## config.mk

```make
export PLATFORM = sky130hd
export DESIGN_NAME = sc_lane_scheduler
export DESIGN_NICKNAME = d
export VERILOG_FILES = /design/src/rtl/sc_lane_sched_pkg.sv /design/src/rtl/sc_tick_prescaler.sv /design/src/rtl/sc_lane_scheduler.sv
export SDC_FILE = /design/constraint.sdc
export NUM_CORES = 1
export LEC_CHECK = 0
export BUFFER_PORTS_ARGS = -buffer_cell sky130_fd_sc_hd__clkbuf_2
export CAP_MARGIN = 30
export CORE_ASPECT_RATIO = 1.25
export CORE_MARGIN = 4
export CORE_UTILIZATION = 58
export CTS_CLUSTER_DIAMETER = 120
export DETAILED_ROUTE_END_ITERATION = 7
export PLACE_DENSITY = 0.9
export SLEW_MARGIN = 20
export SYNTH_ARGS = -nofsm -noshare
export SYNTH_HDL_FRONTEND = slang
export SYNTH_SLANG_ARGS = --single-unit
```

## constraint.sdc

```tcl
create_clock -name SC_LANESCHED_CLOCK_50 -period 2.1 [get_ports SC_LANESCHED_CLOCK_50]
set_input_delay 0.21 -clock SC_LANESCHED_CLOCK_50 [delete_from_list [all_inputs] [get_ports SC_LANESCHED_CLOCK_50]]
set_output_delay 0.21 -clock SC_LANESCHED_CLOCK_50 [all_outputs]
set_load 0.02 [all_outputs]
```

## src/rtl/sc_lane_sched_pkg.sv

```systemverilog
// Shared types for the lane scheduler: FSM state codes, row shift masks, level-to-lane-period table.
// Latency: none (definitions only); backpressure: n/a.
package sc_lane_sched_pkg;

    typedef enum logic [2:0] {
        ST_IDLE   = 3'd0,
        ST_CLEAR  = 3'd1,
        ST_BANNER = 3'd2,
        ST_LOAD   = 3'd3,
        ST_RUN    = 3'd4,
        ST_PAUSE  = 3'd5,
        ST_OVER   = 3'd6,
        ST_WIN    = 3'd7
    } lane_state_t;

    // Rows 0 (start) and 7 (goal) are never part of either mask.
    localparam logic [7:0] LEFT_MASK  = 8'b01010100;
    localparam logic [7:0] RIGHT_MASK = 8'b00101010;

    function automatic logic [2:0] lane_period(input logic [1:0] level);
        case (level)
            2'd0:    return 3'd4;
            2'd1:    return 3'd2;
            default: return 3'd1;
        endcase
    endfunction

endpackage

```

## src/rtl/sc_tick_prescaler.sv

```systemverilog
// Game-tick prescaler: counts 0..TICK_DIV-1 while enabled, tick high on the terminal count.
// Latency: tick is combinational from the count; backpressure: en freezes the count, clr wins over en.
module sc_tick_prescaler #(
    parameter int TICK_DIV = 12500000
) (
    input  logic clk,
    input  logic rst_n,
    input  logic en,
    input  logic clr,
    output logic tick
);

    localparam int W = $clog2(TICK_DIV);
    localparam logic [W-1:0] LAST = W'(TICK_DIV - 1);

    logic [W-1:0] count;

    always_ff @(posedge clk or negedge rst_n) begin
        if (!rst_n) begin
            count <= '0;
        end else if (clr) begin
            count <= '0;
        end else if (en) begin
            count <= (count == LAST) ? '0 : count + W'(1);
        end
    end

    assign tick = en && !clr && (count == LAST);

endmodule

```

## src/rtl/sc_lane_scheduler.sv

```systemverilog
// Frog-crossing game-flow sequencer: level banner, background clear/load, per-row lane shift strobes.
// Latency: shift strobes one cycle after the game tick; backpressure: none, inputs are one-cycle active-low pulses.
module sc_lane_scheduler
    import sc_lane_sched_pkg::*;
#(
    parameter int TICK_DIV     = 12500000,
    parameter int BANNER_TICKS = 8,
    parameter int NUM_LEVELS   = 3
) (
    input  logic       SC_LANESCHED_CLOCK_50,
    input  logic       SC_LANESCHED_RESET_InLow,
    input  logic       SC_LANESCHED_start_InLow,
    input  logic       SC_LANESCHED_pause_InLow,
    input  logic       SC_LANESCHED_levelDone_InLow,
    input  logic       SC_LANESCHED_gameOver_InLow,
    output logic [1:0] SC_LANESCHED_level_OutBus,
    output logic       SC_LANESCHED_banner_Out,
    output logic       SC_LANESCHED_clear_OutLow,
    output logic       SC_LANESCHED_load_OutLow,
    output logic [7:0] SC_LANESCHED_shiftLeft_OutBus,
    output logic [7:0] SC_LANESCHED_shiftRight_OutBus,
    output logic [2:0] SC_LANESCHED_state_OutBus
);

    localparam int BW = $clog2(BANNER_TICKS + 1);
    localparam logic [BW-1:0] BANNER_LAST = BW'(BANNER_TICKS - 1);

    logic          clk;
    logic          rst_n;
    logic          start;
    logic          pause;
    logic          level_done;
    logic          game_over;
    lane_state_t   state;
    logic [1:0]    level;
    logic [1:0]    phase;
    logic [BW-1:0] banner_cnt;
    logic [7:0]    shift_left;
    logic [7:0]    shift_right;
    logic [2:0]    period;
    logic [2:0]    half;
    logic          tick;
    logic          run_tick;
    logic          pre_en;
    logic          pre_clr;

    assign clk        = SC_LANESCHED_CLOCK_50;
    assign rst_n      = SC_LANESCHED_RESET_InLow;
    assign start      = ~SC_LANESCHED_start_InLow;
    assign pause      = ~SC_LANESCHED_pause_InLow;
    assign level_done = ~SC_LANESCHED_levelDone_InLow;
    assign game_over  = ~SC_LANESCHED_gameOver_InLow;

    assign period   = lane_period(level);
    assign half     = period >> 1;
    assign pre_en   = (state == ST_BANNER) || (state == ST_RUN);
    // PAUSE holds the count so play resumes mid-period; every other non-counting state zeroes it.
    assign pre_clr  = !(pre_en || (state == ST_PAUSE));
    assign run_tick = tick && (state == ST_RUN);

    sc_tick_prescaler #(
        .TICK_DIV (TICK_DIV)
    ) u_prescaler (
        .clk   (clk),
        .rst_n (rst_n),
        .en    (pre_en),
        .clr   (pre_clr),
        .tick  (tick)
    );

    always_ff @(posedge clk or negedge rst_n) begin
        if (!rst_n) begin
            state       <= ST_IDLE;
            level       <= 2'd0;
            phase       <= 2'd0;
            banner_cnt  <= '0;
            shift_left  <= 8'h00;
            shift_right <= 8'h00;
        end else begin
            // Computed from the current state, so a tick on an exit cycle still yields its strobe.
            shift_left  <= (run_tick && (phase == 2'd0)) ? LEFT_MASK : 8'h00;
            shift_right <= (run_tick && ({1'b0, phase} == half)) ? RIGHT_MASK : 8'h00;

            case (state)
                ST_IDLE: begin
                    if (start) state <= ST_CLEAR;
                end
                ST_CLEAR: begin
                    state      <= ST_BANNER;
                    banner_cnt <= '0;
                end
                ST_BANNER: begin
                    if (tick) begin
                        if (banner_cnt == BANNER_LAST) state <= ST_LOAD;
                        else banner_cnt <= banner_cnt + BW'(1);
                    end
                end
                ST_LOAD: begin
                    state <= ST_RUN;
                    phase <= 2'd0;
                end
                ST_RUN: begin
                    if (tick) begin
                        phase <= ({1'b0, phase} == period - 3'd1) ? 2'd0 : phase + 2'd1;
                    end
                    if (game_over) begin
                        state <= ST_OVER;
                    end else if (level_done) begin
                        if (32'(level) < 32'(NUM_LEVELS - 1)) begin
                            level <= level + 2'd1;
                            state <= ST_CLEAR;
                        end else begin
                            state <= ST_WIN;
                        end
                    end else if (pause) begin
                        state <= ST_PAUSE;
                    end
                end
                ST_PAUSE: begin
                    if (pause) state <= ST_RUN;
                end
                default: begin
                    if (start) begin
                        state <= ST_IDLE;
                        level <= 2'd0;
                    end
                end
            endcase
        end
    end

    assign SC_LANESCHED_level_OutBus      = level;
    assign SC_LANESCHED_banner_Out        = (state == ST_BANNER) || (state == ST_OVER) || (state == ST_WIN);
    assign SC_LANESCHED_clear_OutLow      = (state != ST_CLEAR);
    assign SC_LANESCHED_load_OutLow       = (state != ST_LOAD);
    assign SC_LANESCHED_shiftLeft_OutBus  = shift_left;
    assign SC_LANESCHED_shiftRight_OutBus = shift_right;
    assign SC_LANESCHED_state_OutBus      = state;

endmodule
```

==> run summary, run 1 <==
### Status
• finished, final reports clean — status

### Routing
• 5.17 mm — total length of routed wires
• 2.00 mm — met1 WL
• 5.85 — drt via density
• 156 — violation count after the first detailed-route iteration
• 14.6 µm — Routed WL per cell
• 0 — Detail Route Antenna Nets
• 2,070 — via count of the routed design
• 211 µm — met3 wire len
• 2.79 mm — routed length on met2
• 0 — Residual DRC
• 4 — number of detailed-route iterations in the first pass
• met4 — highest routed metal layer

### Worst setup path
• register — Startpoint Class
• 2.27 ns — worst path required time
• 2.23 ns — CP Data Arrival Time
• 6 — critical path fanouts, max
• reg2reg — kind of critical path
• register — Crit. End Element

### GRT
• 9.27 mm — wire length of the first global-routing pass
• 0 — grt ovf
• 22.9% — overall fraction of global-route tracks in use
• 0 — antenna violations before repair
• 2,062 — via count of the first global-routing pass
• 38 — pin count of the biggest net entering global routing

### Place
• 19 — number of buffer cells added on primary ports
• 0.970 — placer congestion estimate
• 3.84 mm — post-detail-place hpwl
• 0.0304 ns — worst slack, placed
• 0.00247 mm² — total placed instance area

### Pwr
• 1.65 mW — Cell Int Power
• 1020 mW/mm² — Cell Pwr Density
• 31.6% — Flop pwr share
• 1.19 nW — leakage power summed over all cells
• 41.1% — fraction of power consumed by combinational cells
• 27.3% — part of the total power dissipated in the clock network
• 2.68 mW — total design power
• 38.4% — Net Sw Frac
• 0.000898 V — Peak supply drop
• 1.03 mW — P_sw

### STA
• 0 ns — final total negative setup slack
• 2.07 ns — clock period minus worst slack
• 0 — final setup violation count
• 484 MHz — Max Fclk
• false — RSZ-0062 raised after global routing
• 62.8% — headroom to the max-slew limit
• 0.0342 ns — least setup slack across all paths after layout
• 98.4% — Final period util
• 0 — count of final hold-check violations
• 0.553 ns — slew at the pin closest to its max-slew limit
• 0.00745 ns — worst clock skew on the final layout
• 0 — final count of pins violating max slew

### Yosys
• 37 — register bit total from synthesis
• 14.5% — fraction of the mapped netlist area in compound gates
• 272 — gate count of the mapped netlist
• 39.7% — fraction of synthesized cell area taken by the top area cell type
• sky130_fd_sc_hd__dfrtp_1 — cell taking the most area after synthesis
• simple AND/OR/NAND/NOR gates — largest family of logic cells by synthesized area
• 1.77% — multiplexer fraction of the synthesized cell area
• 0 — number of warning messages in the yosys log
• 37 x sky130_fd_sc_hd__dfrtp_1, 33 x sky130_fd_sc_hd__nand2_1, 25 x sky130_fd_sc_hd__o21ai_0 — most used standard cells in the synthesized netlist
• 39.7% — sequential fraction of the synthesis area
• 4.88% — share of the synthesized netlist area taken by xor and xnor gates
• 8.58 µm² — Mapped Avg Cell Area
• 2.68% — share of synthesized cell area in full adder, half adder and majority cells
• sky130_fd_sc_hd__dfrtp_1 — top-count cell post-synth
• 0 — number of enable-type register cells in the synthesized netlist
• 28.3% — basic-gate share of the synthesized area counting and, or, nand and nor cells
• 48 — distinct cell type count after synthesis
• 0.00233 mm² — mapped cell area
• sky130_fd_sc_hd__dfrtp_1 — primary flip-flop cell chosen by synthesis mapping
• sky130_fd_sc_hd__dfrtp_1 40%, sky130_fd_sc_hd__o21ai_0 5.4%, sky130_fd_sc_hd__nand2_1 5.3% — biggest area contributors in the synthesized netlist
• 100% — Async S/R FF share, synth

### Final layout
• 12.7% — area growth from synthesis to final layout
• 17.0% — proportion of layout cells with a drive suffix above 1
• 310 — net count reported at finish
• 0.00263 mm² — final design instance area without fill
• 0 — final antenna diode count
• 328 — FILL cells

### Floorplan
• 30 — number of placed I/O pins
• 0.00511 mm² — die area
• 64.7 µm — horizontal extent of the die
• 78.9 µm — die extent in y
• 0.00385 mm² — core outline area
• 25 — floorplan row count
• 60.7% — initial core utilization

### Job
• 0 — max-cap viol count

### Clocking
• 0.07 ns — clock slew seen by the registers of the worst setup and hold paths
• 0.29 ns — insertion delay of the later-clocked pin in the worst-skew pair
• built — CTS tree
• 37 — clock net sink count
• 2 — H-tree depth reported by CTS
• 5 — clock buffer count from CTS
• sky130_fd_sc_hd__clkbuf_8 — CTS Root Buffer Type
• 2 — Max clock buf depth

### Min path
• in2reg — worst hold-check path type

[layer usage]
layer	GRT usage, %	up-vias
li1	-	1000
met2	40.8	66
met4	11.8	0
met1	25.4	987
met3	4.53	17
met5	0	-
[per-stage QoR]
| stage | hold WS (ns) | utilization (%) | cells |
|---|---|---|---|
| global route | 0.263 | 68.3 | 354 |
| CTS | 0.219 | 68.1 | 353 |
| floorplan | -0.0856 | - | 281 |
| finish | 0.227 | 68.3 | 354 |
| detailed placement | 0.284 | 64.3 | 344 |
| global placement | 0.275 | 64.3 | 344 |
[cell families after synthesis]
logic type / Yosys count
XOR/XNOR: 13
AND/OR/NAND/NOR: 121
other: 1
buffers and inverters: 33
adder cells (fa/ha/maj): 5
flip-flops: 37
AO/OA/AOI/OAI: 58
multiplexers: 4
[final timing paths]
path,startpoint,end,slack (ns),cells past startpoint
min,SC_LANESCHED_start_InLow,SC_LANESCHED_level_OutBus[1],0.23,3
max reg2reg,u_prescaler.count[1],u_prescaler.count[21],0.03,6
max,u_prescaler.count[1],u_prescaler.count[21],0.03,6
min reg2reg,u_prescaler.count[17],u_prescaler.count[17],0.51,1
max in group asynchronous,SC_LANESCHED_RESET_InLow,SC_LANESCHED_state_OutBus[1],1.27,3
min in group asynchronous,SC_LANESCHED_RESET_InLow,u_prescaler.count[9],0.50,3
[layout make-up]
cell class                      instances  area [µm²]  area share, %
Multi-Input combinational cell        211        1260           47.8
Inverter                               11        41.3           1.57
Sequential cell                        37         926           35.2
Timing Repair Buffer                   33         203           7.71
Tap cell                               54        67.6           2.57
Clock buffer                            5        68.8           2.62
Clock inverter                          3        65.1           2.48
[repair_timing]
item,CTS,global route
hold buffers,1,0
buffers inserted,0,1
endpoints found under the setup margin,0,13
gates resized for setup,0,1
endpoints found under the hold margin,37,0
[state kept, by name, indices dropped and copies added, names as in the netlist]
name / count
u_prescaler.count: 24
SC_LANESCHED_state_OutBus: 3
SC_LANESCHED_shiftRight_OutBus: 1
banner_cnt: 4
SC_LANESCHED_level_OutBus: 2
SC_LANESCHED_shiftLeft_OutBus: 1
phase: 2
[power groups by stage]
stage,Combinational [mW],Clock [mW],Sequential [mW]
global placement,1.04,0,0.852
floorplan,0.673,0,0.901
global route,1.24,0.773,0.861
CTS,1.09,0.745,0.851
finish,1.10,0.732,0.848
detailed placement,1.07,0,0.861
[cell usage in the layout, fill, tap and decap left out, types with 10 or more instances in the layout]
cell,Yosys,layout
sky130_fd_sc_hd__nor2_1,22,22
sky130_fd_sc_hd__a21oi_1,12,12
sky130_fd_sc_hd__buf_4,14,13
sky130_fd_sc_hd__o21ai_0,25,25
sky130_fd_sc_hd__clkbuf_2,0,19
sky130_fd_sc_hd__inv_1,11,11
sky130_fd_sc_hd__conb_1,1,10
sky130_fd_sc_hd__nand3_1,15,15
sky130_fd_sc_hd__dfrtp_1,37,37
sky130_fd_sc_hd__nand2_1,33,33
[worst max-delay path: stages, from the launching register on]
cell,delay [ns]
sky130_fd_sc_hd__dfrtp_1,0.42
sky130_fd_sc_hd__ha_2,0.25
sky130_fd_sc_hd__nand4_1,0.23
sky130_fd_sc_hd__or4_4,0.63
sky130_fd_sc_hd__and4_1,0.20
sky130_fd_sc_hd__a21oi_1,0.12
sky130_fd_sc_hd__o31ai_1,0.09
Note: power is estimated with default switching activity, not from simulation.
==> inputs of run 2 (changes only) <==
==> constraint.sdc (replaced) <==
create_clock -name SC_LANESCHED_CLOCK_50 -period 2.11 [get_ports SC_LANESCHED_CLOCK_50]
set_input_delay 0.211 -clock SC_LANESCHED_CLOCK_50 [delete_from_list [all_inputs] [get_ports SC_LANESCHED_CLOCK_50]]
set_output_delay 0.211 -clock SC_LANESCHED_CLOCK_50 [all_outputs]
set_load 0.02 [all_outputs]
==> run 2 against run 1 <==
  * Via count rose by 1.4%
  * Count of clock-buffer cells in the layout rose by 2
  * Sequential cell count did not move
  * Die area did not move
  * Clock power fell by 24%
  * Clock skew fell by 0.0028 ns
  * Largest power group unchanged
  * Highest routed layer unchanged
==> run summary, run 2 (synthesized netlist as in run 1, its figures left out) <==
### Worst setup path
• ha_2 > nand4_1 > buf_4 > nor4_4 > nand4_2 > nor2_1 > xnor2_1 > nor2_1 — Cell Chain, Critical Path
• u_prescaler.count[1] — launch point of the worst reg-to-reg path
• sky130_fd_sc_hd__nor2_1 — Most Frequent Cell on Critical Path
• reg2reg — kind of critical path
• 1 — crit path buf inv count
• u_prescaler.count[1] — worst setup path start
• simple AND/OR/NAND/NOR gates — cell type group with the largest total delay on the critical path
• register — Crit. End Element
• register — Startpoint Class
• 6 — critical path fanouts, max
• 2.19 ns — CP Data Arrival Time
• 0.39 ns — crit-path max cell delay
• 2.28 ns — worst path required time
• sky130_fd_sc_hd__dfrtp_1 — slowest CP cell

### Place
• 0.897 — placer congestion estimate
• 4.00 mm — post-detail-place hpwl
• 19 — number of buffer cells added on primary ports

### STA
• 0.693 ns — slew at the pin closest to its max-slew limit
• 53.3% — headroom to the max-slew limit
• 0.00461 ns — worst clock skew on the final layout
• 0.210 ns — Worst Hold Slack
• 495 MHz — Max Fclk
• 95.7% — Final period util
• 0 — count of final hold-check violations
• 2.02 ns — clock period minus worst slack
• 0 — final count of pins violating max slew
• 0 — final setup violation count

### Floorplan
• 78.9 µm — die extent in y
• 30 — number of placed I/O pins
• 25 — floorplan row count
• 0.00511 mm² — die area
• 0.00385 mm² — core outline area
• 60.7% — initial core utilization
• 64.7 µm — horizontal extent of the die

### Final layout
• 312 — net count reported at finish
• 68.2% — post-route core utilization
• u_prescaler.count — register with the most flip-flops
• 24 — max FFs per register
• 926 µm² — area taken by flip-flops and latches
• 331 — FILL cells
• 0.00127 mm² — Multi-input gate area
• sky130_fd_sc_hd__dfrtp_1 — most common library cell in the layout ignoring fill and taps
• 18.2% — proportion of layout cells with a drive suffix above 1
• 37 x sky130_fd_sc_hd__dfrtp_1, 33 x sky130_fd_sc_hd__nand2_1, 25 x sky130_fd_sc_hd__o21ai_0 — most frequent cells in the layout
• 12.5% — area growth from synthesis to final layout
• 0 — final antenna diode count

### Status
• finished, final reports clean — status

### Clocking
• built — CTS tree
• 0.07 ns — clock slew seen by the registers of the worst setup and hold paths
• 0.29 ns — insertion delay of the later-clocked pin in the worst-skew pair
• sky130_fd_sc_hd__clkbuf_8 — CTS Root Buffer Type
• 2 — Max clock buf depth
• 2 — H-tree depth reported by CTS
• 37 — clock net sink count
• 5 — clock buffer count from CTS

### Min path
• SC_LANESCHED_start_InLow — hold wc startpoint
• in2reg — worst hold-check path type

### Routing
• 4 — number of detailed-route iterations in the first pass
• 2,100 — via count of the routed design
• 264 µm — met3 wire len
• 2.92 mm — routed length on met2
• 5.39 mm — total length of routed wires
• 0 — Detail Route Antenna Nets
• 0 — Residual DRC
• 2.04 mm — met1 WL
• 149 — violation count after the first detailed-route iteration
• met4 — highest routed metal layer
• 15.1 µm — Routed WL per cell
• 5.90 — drt via density

### Pwr
• 1.46 mW — Cell Int Power
• 0.000704 V — Peak supply drop
• 22.2% — part of the total power dissipated in the clock network
• 41.5% — Net Sw Frac
• 33.5% — Flop pwr share
• 44.2% — fraction of power consumed by combinational cells
• 1.20 nW — leakage power summed over all cells
• 1.03 mW — P_sw
• 947 mW/mm² — Cell Pwr Density

### GRT
• 38 — pin count of the biggest net entering global routing
• 2,052 — via count of the first global-routing pass
• 0 — antenna violations before repair
• 9.36 mm — wire length of the first global-routing pass
• 0 — grt ovf
• 23.5% — overall fraction of global-route tracks in use

### Job
• 0 — max-cap viol count

run 2: changes by cell type in the layout (fill, tap and decap cells not counted), sizes merged:
cell / change
buf: +2
clkbuf: +2
bufinv: -2
run 2: stage by stage:
stage	setup WS (ns)	total power, mW	TNS, ns	area [µm²]	std cells
floorplan	0.224	1.57	0	2370	281
global placement	0.149	1.87	0	2470	344
detailed placement	0.0540	1.92	0	2470	344
CTS	0.0405	2.48	0	2590	353
global route	-0.0421	2.67	-0.0893	2630	356
finish	0.0917	2.49	0	2630	356
run 2: power groups by stage:
| stage | sequential (mW) | clock [mW] | combinational [mW] |
|---|---|---|---|
| after floorplan | 0.897 | 0 | 0.670 |
| final | 0.834 | 0.553 | 1.10 |
| after global routing | 0.845 | 0.600 | 1.23 |
| after CTS | 0.835 | 0.563 | 1.08 |
| after detailed placement | 0.850 | 0 | 1.07 |
| after global placement | 0.843 | 0 | 1.03 |
run 2: path summary, 6_finish.rpt:
kind	slack, ns	end	cells past startpoint
setup / recovery	0.09	u_prescaler.count[22]	8
hold / removal	0.21	SC_LANESCHED_level_OutBus[1]	3
setup reg to reg	0.09	u_prescaler.count[22]	8
hold reg to reg	0.51	u_prescaler.count[17]	1
max in group asynchronous	1.29	banner_cnt[3]	3
min in group asynchronous	0.49	u_prescaler.count[9]	3
run 2: routing by layer:
layer | vias to the layer above | track usage (%)
met3 | 19 | 4.53
met4 | 0 | 10.8
li1 | 1002 | -
met5 | - | 0
met2 | 77 | 42.7
met1 | 1002 | 26.1
run 2: final cells by class:
| type | count | share of cell area [%] |
|---|---|---|
| multi-input cells | 211 | 48.4 |
| flip-flops and latches | 37 | 35.3 |
| inverters | 11 | 1.57 |
| repair buffers | 35 | 8.29 |
| clock buffers | 7 | 3.67 |
| clock inverters | 1 | 0.191 |
| well taps | 54 | 2.57 |
run 2: worst reg2reg max path: stages (launching register included):
cell                      delay [ns]
sky130_fd_sc_hd__dfrtp_1        0.39
sky130_fd_sc_hd__ha_2           0.24
sky130_fd_sc_hd__nand4_1        0.20
sky130_fd_sc_hd__buf_4          0.21
sky130_fd_sc_hd__nor4_4         0.32
sky130_fd_sc_hd__nand4_2        0.19
sky130_fd_sc_hd__nor2_1         0.16
sky130_fd_sc_hd__xnor2_1        0.13
sky130_fd_sc_hd__nor2_1         0.05
run 2: repair_timing:
| action | 4_1_cts | 5_1_grt |
|---|---|---|
| gates resized for setup | 0 | 3 |
| endpoints found under the setup margin | 0 | 12 |
| endpoints found under the hold margin | 37 | 0 |
| buffers inserted | 0 | 3 |
| hold buffers | 1 | 0 |
==> inputs of run 3 (changes only) <==
--- a/config.mk
+++ b/config.mk
@@ -9,10 +9,12 @@
 export CAP_MARGIN = 30
 export CORE_ASPECT_RATIO = 1.25
 export CORE_MARGIN = 4
-export CORE_UTILIZATION = 58
+export CORE_UTILIZATION = 60
+export CTS_BUF_LIST = sky130_fd_sc_hd__clkbuf_2
 export CTS_CLUSTER_DIAMETER = 120
 export DETAILED_ROUTE_END_ITERATION = 7
-export PLACE_DENSITY = 0.9
+export PLACE_DENSITY = 0.92
+export SETUP_SLACK_MARGIN = 0.2
 export SLEW_MARGIN = 20
 export SYNTH_ARGS = -nofsm -noshare
 export SYNTH_HDL_FRONTEND = slang
==> run 3 against run 2 <==
  * Sequential power increased by 1%
  * Fmax increased by 3.8%
  * Cell count decreased by 1.1%
  * Largest cell class unchanged
  * Critical endpoint is now banner_cnt[2]
==> run summary, run 3 (synthesized netlist as in run 1, its figures left out) <==
### Status
• finished, final reports clean — status

### STA
• 0 — final setup violation count
• 514 MHz — Max Fclk
• true — RSZ-0062 raised after global routing
• 92.1% — Final period util
• 0 — count of final hold-check violations
• 0 ns — final total negative setup slack
• 0 — final count of pins violating max slew
• 0.166 ns — least setup slack across all paths after layout
• 58.1% — headroom to the max-slew limit
• 0.0123 ns — worst clock skew on the final layout
• 1.94 ns — clock period minus worst slack
• 0.629 ns — slew at the pin closest to its max-slew limit
• 0.0714 ns — Worst Hold Slack

### Final layout
• 32 x sky130_fd_sc_hd__nand2_1, 31 x sky130_fd_sc_hd__dfrtp_1, 25 x sky130_fd_sc_hd__o21ai_0, 25 x sky130_fd_sc_hd__clkbuf_2, 22 x sky130_fd_sc_hd__buf_4 — most frequent cells in the layout
• 24 — max FFs per register
• u_prescaler.count — register with the most flip-flops
• sky130_fd_sc_hd__nand2_1 — most common library cell in the layout ignoring fill and taps
• 322 — net count reported at finish
• 352 — post-route insts no fill
• 26.3% — proportion of layout cells with a drive suffix above 1
• 0 — final antenna diode count
• 15.3% — area growth from synthesis to final layout

### Place
• 0.0975 ns — worst slack, placed
• 3.80 mm — post-detail-place hpwl
• 331 — placed insts
• 0.869 — placer congestion estimate
• 19 — number of buffer cells added on primary ports

### Routing
• 5.66 mm — total length of routed wires
• 2,112 — via count of the routed design
• 210 — violation count after the first detailed-route iteration
• 5 — number of detailed-route iterations in the first pass
• 16.1 µm — Routed WL per cell
• 0 — Detail Route Antenna Nets
• 0 — Residual DRC
• 6.00 — drt via density

### Floorplan
• 62.2% — initial core utilization
• 77.7 µm — die extent in y
• 0.00375 mm² — core outline area
• 25 — floorplan row count
• 63.8 µm — horizontal extent of the die
• 30 — number of placed I/O pins
• 0.00496 mm² — die area

### GRT
• 22.1% — overall fraction of global-route tracks in use
• 0 — antenna violations before repair
• 0 — grt ovf
• 1,938 — via count of the first global-routing pass
• 8.71 mm — wire length of the first global-routing pass
• 26 — pin count of the biggest net entering global routing

### Worst setup path
• simple AND/OR/NAND/NOR gates — cell type group with the largest total delay on the critical path
• 2.41 ns — worst path required time
• 1 — crit path buf inv count
• register — Crit. End Element
• 2.25 ns — CP Data Arrival Time
• register — Startpoint Class
• reg2reg — kind of critical path
• 0.47 ns — crit-path max cell delay
• sky130_fd_sc_hd__dfrtp_1 — slowest CP cell
• 6 — critical path fanouts, max
• ha_4 > and4_4 > nand4_1 > nor2_4 > buf_6 > nand3_1 > mux2i_1 > nor2_1 — Cell Chain, Critical Path

### Min path
• in2reg — worst hold-check path type

### Clocking
• 0.19 ns — clock slew seen by the registers of the worst setup and hold paths
• 2 — Max clock buf depth
• sky130_fd_sc_hd__clkbuf_2 — CTS Root Buffer Type
• built — CTS tree
• 5 — clock buffer count from CTS
• 2 — H-tree depth reported by CTS
• 37 — clock net sink count
• 0.41 ns — insertion delay of the later-clocked pin in the worst-skew pair

### Job
• 0 — max-cap viol count

### Pwr
• 870 mW/mm² — Cell Pwr Density
• 0.000848 V — Peak supply drop
• 1.22 nW — leakage power summed over all cells
• 2.34 mW — total design power

run 3: changes by cell type in the layout (fill, tap and decap cells not counted), moves of 2 or more:
cell	change
sky130_fd_sc_hd__dfrtp_2	+6
sky130_fd_sc_hd__nor2_4	+3
sky130_fd_sc_hd__dfrtp_1	-6
sky130_fd_sc_hd__and4_1	-2
sky130_fd_sc_hd__clkbuf_2	+6
sky130_fd_sc_hd__nor2_1	-3
sky130_fd_sc_hd__buf_4	+7
sky130_fd_sc_hd__clkbuf_8	-7
sky130_fd_sc_hd__and4_4	+2
sky130_fd_sc_hd__buf_6	+2
run 3: path summary, 6_finish.rpt:
| kind | startpoint | to | slack [ns] | cells after the start |
|---|---|---|---|---|
| worst min register to register | u_prescaler.count[17] | u_prescaler.count[17] | 0.53 | 1 |
| worst min-delay path | SC_LANESCHED_start_InLow | SC_LANESCHED_level_OutBus[1] | 0.07 | 3 |
| max in group asynchronous | SC_LANESCHED_RESET_InLow | SC_LANESCHED_state_OutBus[0] | 1.22 | 3 |
| min in group asynchronous | SC_LANESCHED_RESET_InLow | u_prescaler.count[3] | 0.32 | 2 |
| worst max-delay path | u_prescaler.count[0] | banner_cnt[2] | 0.17 | 8 |
| worst max register to register | u_prescaler.count[0] | banner_cnt[2] | 0.17 | 8 |
run 3: layout make-up:
| type | count | area (µm²) |
|---|---|---|
| Clock inverter | 2 | 10.0 |
| Fill cell | 277 | 1060 |
| Multi-Input combinational cell | 211 | 1330 |
| Sequential cell | 37 | 933 |
| Tap cell | 40 | 50.0 |
| Timing Repair Buffer | 45 | 298 |
| Clock buffer | 6 | 30.0 |
| Inverter | 11 | 41.3 |
run 3: worst register-to-register path: stages (launching register included):
cell	delay [ns]
sky130_fd_sc_hd__dfrtp_1	0.47
sky130_fd_sc_hd__ha_4	0.19
sky130_fd_sc_hd__and4_4	0.23
sky130_fd_sc_hd__nand4_1	0.21
sky130_fd_sc_hd__nor2_4	0.24
sky130_fd_sc_hd__buf_6	0.16
sky130_fd_sc_hd__nand3_1	0.12
sky130_fd_sc_hd__mux2i_1	0.18
sky130_fd_sc_hd__nor2_1	0.05
run 3: stage by stage:
stage	instance area [µm²]	util [%]
final	2690	71.7
after global routing	2690	71.7
after CTS	2550	67.8
after detailed placement	2460	65.7
after global placement	2460	65.7
after floorplan	2370	-
run 3: metal layers:
layer	global-route usage (%)	wire, µm	vias to the layer above
met5	0	0	-
met4	9.50	172	0
met3	4.63	313	19
met2	39.8	3020	73
met1	24.7	2150	1003
li1	-	-	1017
run 3: power breakdown:
group / switching, mW / internal (mW) / leakage, nW / total, mW
combinational: 0.739 / 0.435 / 0.694 / 1.17
clock: 0.241 / 0.0831 / 0.0327 / 0.324
sequential: 0.0692 / 0.773 / 0.493 / 0.843
total: 1.05 / 1.29 / 1.22 / 2.34
run 3: repair_timing:
item | CTS | global route
hold buffers | 1 | 0
pin swaps | 0 | 11
resized for setup | 3 | 25
gates cloned | 0 | 1
setup endpoints to repair | 15 | 27
hold endpoints to repair | 23 | 0
setup buffers | 3 | 8
